$ cat src/rtl/ram_access_arbiter.sv
// ram_access_arbiter
// Shares the single RAM port between instruction fetch (IF) and load/store (DP).
// Arbitrates in IDLE, rejects misaligned or reserved-size requests without
// touching the RAM, runs a SETUP/ACCESS cycle pair on the MOV/MOC handshake,
// and reports done/err back to whichever requester was granted.
module ram_access_arbiter #(
    parameter int AW       = 8,
    parameter int DW       = 32,
    parameter int TIMEOUT  = 15,
    parameter int DP_BURST = 2
) (
    input  logic          clk,
    input  logic          clr,
    input  logic          if_req,
    input  logic [AW-1:0] if_addr,
    output logic          if_done,
    output logic          if_err,
    output logic [DW-1:0] if_rdata,
    input  logic          dp_req,
    input  logic          dp_we,
    input  logic [1:0]    dp_dt,
    input  logic [AW-1:0] dp_addr,
    input  logic [DW-1:0] dp_wdata,
    output logic          dp_done,
    output logic          dp_err,
    output logic [DW-1:0] dp_rdata,
    output logic [AW-1:0] ram_addr,
    output logic [DW-1:0] ram_din,
    output logic          ram_rw,
    output logic          ram_mov,
    output logic [1:0]    ram_dt,
    input  logic          ram_moc,
    input  logic [DW-1:0] ram_dout,
    output logic          busy
);

    localparam logic [7:0] BURST_LIM = 8'(DP_BURST);
    localparam logic [7:0] TMO_LIM   = 8'(TIMEOUT);
    localparam logic [1:0] DT_WORD   = 2'b10;

    typedef enum logic [2:0] {
        S_IDLE     = 3'd0,
        S_SETUP    = 3'd1,
        S_ACCESS   = 3'd2,
        S_COMPLETE = 3'd3,
        S_ERROR    = 3'd4
    } state_t;

    state_t        state_q, state_d;
    logic [7:0]    timer_q, timer_d;
    logic [7:0]    burst_q, burst_d;
    logic          gnt_dp_q, gnt_dp_d;
    logic [AW-1:0] addr_q, addr_d;
    logic [DW-1:0] din_q, din_d;
    logic          rw_q, rw_d;
    logic [1:0]    dt_q, dt_d;
    logic [DW-1:0] if_rdata_q, if_rdata_d;
    logic [DW-1:0] dp_rdata_q, dp_rdata_d;

    logic          any_req;
    logic          pick_dp;
    logic [AW-1:0] win_addr;
    logic [1:0]    win_dt;
    logic          win_ok;
    logic [7:0]    timer_inc;

    // Size/alignment legality: halfwords even, words on 4-byte boundaries, dt=11 never.
    function automatic logic is_aligned(input logic [1:0] dt, input logic [1:0] lsb);
        case (dt)
            2'b00:   return 1'b1;
            2'b01:   return ~lsb[0];
            2'b10:   return (lsb == 2'b00);
            default: return 1'b0;
        endcase
    endfunction

    // Pick this cycle's winner: DP has priority until it has won DP_BURST times in a row over a waiting IF.
    always_comb begin
        any_req   = if_req | dp_req;
        pick_dp   = dp_req & (~if_req | (burst_q != BURST_LIM));
        win_addr  = pick_dp ? dp_addr : if_addr;
        win_dt    = pick_dp ? dp_dt : DT_WORD;
        win_ok    = is_aligned(win_dt, win_addr[1:0]);
        timer_inc = timer_q + 8'd1;
    end

    // State register; clr drops everything (including MOV) immediately.
    always_ff @(posedge clk or negedge clr) begin
        if (!clr) begin
            state_q <= S_IDLE;
        end else begin
            state_q <= state_d;
        end
    end

    // Next-state logic for the access sequence.
    always_comb begin
        state_d = state_q;
        case (state_q)
            S_IDLE: begin
                if (any_req) begin
                    state_d = win_ok ? S_SETUP : S_ERROR;
                end
            end
            S_SETUP:  state_d = S_ACCESS;
            S_ACCESS: begin
                if (ram_moc) begin
                    state_d = S_COMPLETE;
                end else if (timer_inc == TMO_LIM) begin
                    state_d = S_ERROR;
                end
            end
            S_COMPLETE: state_d = S_IDLE;
            S_ERROR:    state_d = S_IDLE;
            default:    state_d = S_IDLE;
        endcase
    end

    // Next values for the MAR/MDR latches, read-data registers, MOC timer and burst counter.
    always_comb begin
        timer_d    = timer_q;
        burst_d    = burst_q;
        gnt_dp_d   = gnt_dp_q;
        addr_d     = addr_q;
        din_d      = din_q;
        rw_d       = rw_q;
        dt_d       = dt_q;
        if_rdata_d = if_rdata_q;
        dp_rdata_d = dp_rdata_q;

        if (state_q == S_IDLE && any_req) begin
            gnt_dp_d = pick_dp;
            // Only a DP grant that kept IF waiting extends the burst.
            if (pick_dp && if_req) begin
                burst_d = burst_q + 8'd1;
            end else begin
                burst_d = '0;
            end
            // Illegal requests never reach the RAM, so the bus latches keep their old values.
            if (win_ok) begin
                addr_d = win_addr;
                din_d  = pick_dp ? dp_wdata : '0;
                rw_d   = ~(pick_dp & dp_we);
                dt_d   = win_dt;
            end
        end else if (!if_req) begin
            burst_d = '0;
        end

        if (state_q == S_SETUP) begin
            timer_d = '0;
        end

        if (state_q == S_ACCESS) begin
            timer_d = timer_inc;
            // Captured on MOC so the value is already visible while done pulses.
            if (ram_moc && rw_q) begin
                if (gnt_dp_q) begin
                    dp_rdata_d = ram_dout;
                end else begin
                    if_rdata_d = ram_dout;
                end
            end
        end
    end

    // Datapath and bookkeeping registers.
    always_ff @(posedge clk or negedge clr) begin
        if (!clr) begin
            timer_q    <= '0;
            burst_q    <= '0;
            gnt_dp_q   <= 1'b0;
            addr_q     <= '0;
            din_q      <= '0;
            rw_q       <= 1'b1;
            dt_q       <= '0;
            if_rdata_q <= '0;
            dp_rdata_q <= '0;
        end else begin
            timer_q    <= timer_d;
            burst_q    <= burst_d;
            gnt_dp_q   <= gnt_dp_d;
            addr_q     <= addr_d;
            din_q      <= din_d;
            rw_q       <= rw_d;
            dt_q       <= dt_d;
            if_rdata_q <= if_rdata_d;
            dp_rdata_q <= dp_rdata_d;
        end
    end

    // Strobes and status decoded from the state, steered to the granted port.
    always_comb begin
        ram_mov = (state_q == S_ACCESS);
        busy    = (state_q != S_IDLE);
        if_done = (state_q == S_COMPLETE) & ~gnt_dp_q;
        dp_done = (state_q == S_COMPLETE) &  gnt_dp_q;
        if_err  = (state_q == S_ERROR)    & ~gnt_dp_q;
        dp_err  = (state_q == S_ERROR)    &  gnt_dp_q;
    end

    assign ram_addr = addr_q;
    assign ram_din  = din_q;
    assign ram_rw   = rw_q;
    assign ram_dt   = dt_q;
    assign if_rdata = if_rdata_q;
    assign dp_rdata = dp_rdata_q;

endmodule
$ cat config.mk
export PLATFORM = sky130hd
export DESIGN_NAME = ram_access_arbiter
export DESIGN_NICKNAME = d
export VERILOG_FILES = /design/src/rtl/ram_access_arbiter.sv
export SDC_FILE = /design/constraint.sdc
export NUM_CORES = 1
export LEC_CHECK = 0
export ABC_AREA = 1
export BUFFER_PORTS_ARGS = -buffer_cell sky130_fd_sc_hd__buf_2
export CORE_MARGIN = 10
export CORE_UTILIZATION = 45
export CTS_CLUSTER_DIAMETER = 40
export DETAILED_ROUTE_END_ITERATION = 12
export GPL_ROUTABILITY_DRIVEN = 0
export GPL_TIMING_DRIVEN = 0
export PLACE_DENSITY = 0.76
export SLEW_MARGIN = 15
export SYNTH_ARGS = -nofsm -noshare
export SYNTH_HDL_FRONTEND = slang
export SYNTH_SLANG_ARGS = --single-unit
$ cat constraint.sdc
create_clock -name clk -period 1.6 [get_ports clk]
set_input_delay 0.24 -clock clk [delete_from_list [all_inputs] [get_ports clk]]
set_output_delay 0.24 -clock clk [all_outputs]
set_load 0.01 [all_outputs]
==> summary.md <==
| Metric | Value |
|---|---|
| CTS tree | `done` |
| Global Route Usage Sum | `19.7%` |
| CP arrival | `2.22 ns` |
| Commonest non-fill, non-tap cells in the layout | `buf_2, nand2_1, dfrtp_1` |
| Net Switching | `0.00538 W` |
| Num CTS Buffers | `17` |
| H-tree depth | `4` |
| Yosys reg bits | `127` |
| Initial core utilization | `46.4%` |
| Crit path required time | `1.90 ns` |
| Die width | `132 um` |
| Number of synthesized flops with an enable pin | `0` |
| Main area contributors after synthesis | `dfrtp_1, nand2_1, nand3b_1` |
| Yosys warning count | `0` |
| Status | `finished with violations` |
| Die Height | `132 um` |
| Syn-to-layout area delta | `58.5%` |
| Critical path type | `flip-flop to flip-flop` |
| Count of cell types in the netlist | `29` |
| Final Hold Viols | `0` |
| Final nets | `1013` |
| Final setup skew | `0.00656 ns` |
| Most common cell after layout, fill and taps aside | `buf_2` |
| DR vias/cell | `5.17` |
| Worst slew margin | `62.2%` |
| F_max | `0.521 GHz` |
| Largest net degree at the start of global routing | `68` |
| Comb pwr share | `36.9%` |
| Core Region | `12100 sq um` |
| Synth area leader | `dfrtp_1` |
| Share of cells above drive strength 1 | `50.6%` |
| Final setup violation count | `82` |
| Clk_lat worst skew | `0.41 ns` |
| Antenna-violating nets left | `0` |
| Slew @ Worst Pin | `0.566 ns` |
| Total grt overflow | `0` |
| Crit. End Element | `flip-flop` |
| Top Ports | `201` |
| TritonRoute pass-1 iters | `5` |
| Failing checks | `setup timing` |
| Number of antenna violations at the first check in global routing | `2` |
| Die area | `17400 sq um` |
| RSZ-0062 raised after global routing | `yes` |
| Hpwl dp | `12700 um` |
| Max-Cap Viols | `0` |
| First-pass GRT wire length | `27900 um` |
| Mean Syn Cell Area | `8.75 sq um` |
| Most common flop cell mapped by yosys | `dfrtp_1` |
| Post-synth net total | `734` |
| Synth Cell Area | `5620 sq um` |
| Final min period | `1.92 ns` |
| Crit Path Max Fanout | `7` |
| Power Internal | `0.00958 W` |
| CTS Sinks | `127` |
| Pwr Density | `1680 nW/um^2` |
| Worst-path clk slew | `0.06 ns` |
| Routed via count | `5700` |
| Final Util | `73.5%` |
| Rows | `40` |
| Buffers on Ports | `200` |
| Clk pwr share | `27.9%` |
| Routed wire per std cell | `18.7 um` |
| Hold WS | `0.0876 ns` |
| Tcrit/Tclk final | `120%` |
| Sw Share | `36.0%` |
| Reg power frac | `35.2%` |
| Drt first-iter violations | `394` |
| Clock Tree Root | `clkbuf_16` |
| LEAKAGE | `4.77 nW` |
| Drt drc | `0` |
| Fin worst setup slack | `-0.320 ns` |
| Post-synthesis sequential area ratio | `56.6%` |
| Hold Path Class | `input pin to flip-flop` |
| Worst setup SP type | `flip-flop` |
| Vias in the first global route | `5304` |
| Max Slew Vio Count | `0` |
| Clock buffer depth | `2` |
| Mapped Cells | `642` |
| Final wirelength | `20600 um` |
| Asr flop ratio synth | `100%` |
| Synth top area share | `56.1%` |
| VDD IR max | `916 uV` |
[worst paths after layout]
| kind | start | end | slack (ns) | cells after the start |
|---|---|---|---|---|
| setup reg to reg | burst_q[0]$_DFFE_PN0P_ | ram_din[6]$_DFFE_PN0P_ | -0.32 | 15 |
| min in group asynchronous | clr | dp_rdata[28]$_DFFE_PN0P_ | 0.37 | 2 |
| max in group asynchronous | clr | ram_rw$_DFFE_PN1P_ | 0.46 | 3 |
| setup / recovery | burst_q[0]$_DFFE_PN0P_ | ram_din[6]$_DFFE_PN0P_ | -0.32 | 15 |
| hold reg to reg | ram_din[24]$_DFFE_PN0P_ | ram_din[24]$_DFFE_PN0P_ | 0.46 | 2 |
| hold / removal | ram_dout[14] | if_rdata[14]$_DFFE_PN0P_ | 0.09 | 3 |
[cell type report]
class | count | area (sq um)
Inverter | 58 | 220
Tap cell | 168 | 210
Timing Repair Buffer | 255 | 1700
Clock inverter | 12 | 190
Clock buffer | 20 | 447
Buffer | 29 | 305
Multi-Input combinational cell | 433 | 2640
Fill cell | 823 | 3210
Sequential cell | 127 | 3190
Antenna cell | 1 | 2.50
[timing repair]
action | 4_1_cts | 5_1_grt
gates resized for setup | 58 | 247
gates cloned | 2 | 16
endpoints found under the hold margin | 60 | 0
hold buffers | 1 | 0
buffers inserted | 22 | 18
setup endpoints to repair | 126 | 121
pin swaps | 5 | 15
[state kept, by name (all words and copies together) (netlist names)]
register	count
ram_din	32
ram_dt	2
burst_q	8
ram_rw	1
ram_addr	8
gnt_dp_q	1
timer_q	8
dp_rdata	32
if_rdata	32
state_q	3
[metrics by stage]
| stage | instance area (sq um) | total power, W | std cells | TNS (ns) | setup WS [ns] |
|---|---|---|---|---|---|
| 2_1_floorplan | 5630 | 0.00705 | 642 | -4.94 | -0.125 |
| 3_3_place_gp | 6840 | 0.00887 | 1010 | -207.85 | -1.40 |
| 3_5_place_dp | 6870 | 0.00899 | 1011 | -34.84 | -0.396 |
| 4_1_cts | 7890 | 0.0136 | 1068 | -8.69 | -0.218 |
| 5_1_grt | 8900 | 0.0158 | 1103 | -22.22 | -0.409 |
| 6_report | 8900 | 0.0150 | 1103 | -14.30 | -0.320 |
[power groups by stage]
stage / combinational, W / sequential (W) / clock, W
3_5_place_dp: 0.00400 / 0.00500 / 0
6_report: 0.00552 / 0.00527 / 0.00418
4_1_cts: 0.00444 / 0.00499 / 0.00421
5_1_grt: 0.00598 / 0.00539 / 0.00438
2_1_floorplan: 0.00161 / 0.00545 / 0
3_3_place_gp: 0.00389 / 0.00498 / 0
[critical path, stage by stage, from the launching register on]
cell,delay [ns]
dfrtp_1,0.39
inv_2,0.08
ha_4,0.13
nand2_2,0.05
nor2_2,0.11
nand2_2,0.07
nand2_2,0.09
buf_6,0.14
nand2_4,0.06
nand2_4,0.06
nand3_4,0.11
nand2_8,0.13
nand2_8,0.11
clkbuf_16,0.18
nand2_2,0.05
nand2_1,0.05
[layer usage]
metal,global-route usage [%],wire length [um],up-vias
met5,0,13,-
met4,6.00,484,2
met3,8.65,2030,46
met2,31.9,10200,290
met1,23.2,7900,2737
li1,-,-,2625
[Yosys cell counts (2+ instances only)]
cell / instances
nand2_1: 242
dfrtp_1: 126
inv_1: 54
o21ai_0: 54
nand3b_1: 37
nand3_1: 23
o21ai_1: 21
nor2_1: 16
clkbuf_1: 14
o22ai_1: 7
buf_4: 5
buf_6: 5
xor2_1: 5
ha_1: 4
inv_2: 4
a21oi_1: 3
buf_1: 3
nand4_1: 3
buf_2: 2
nand2_4: 2
nand3_2: 2
nand4_4: 2
nor3_1: 2
[cells by family after synthesis]
group                    synth area share [%]
AND/OR/NAND/NOR                          26.8
flip-flops                               56.6
buffers and inverters                    6.86
AO/OA/AOI/OAI                            7.86
XOR/XNOR                                0.936
adder cells (fa/ha/maj)                 0.891
Note: power is estimated with default switching activity, not from simulation.
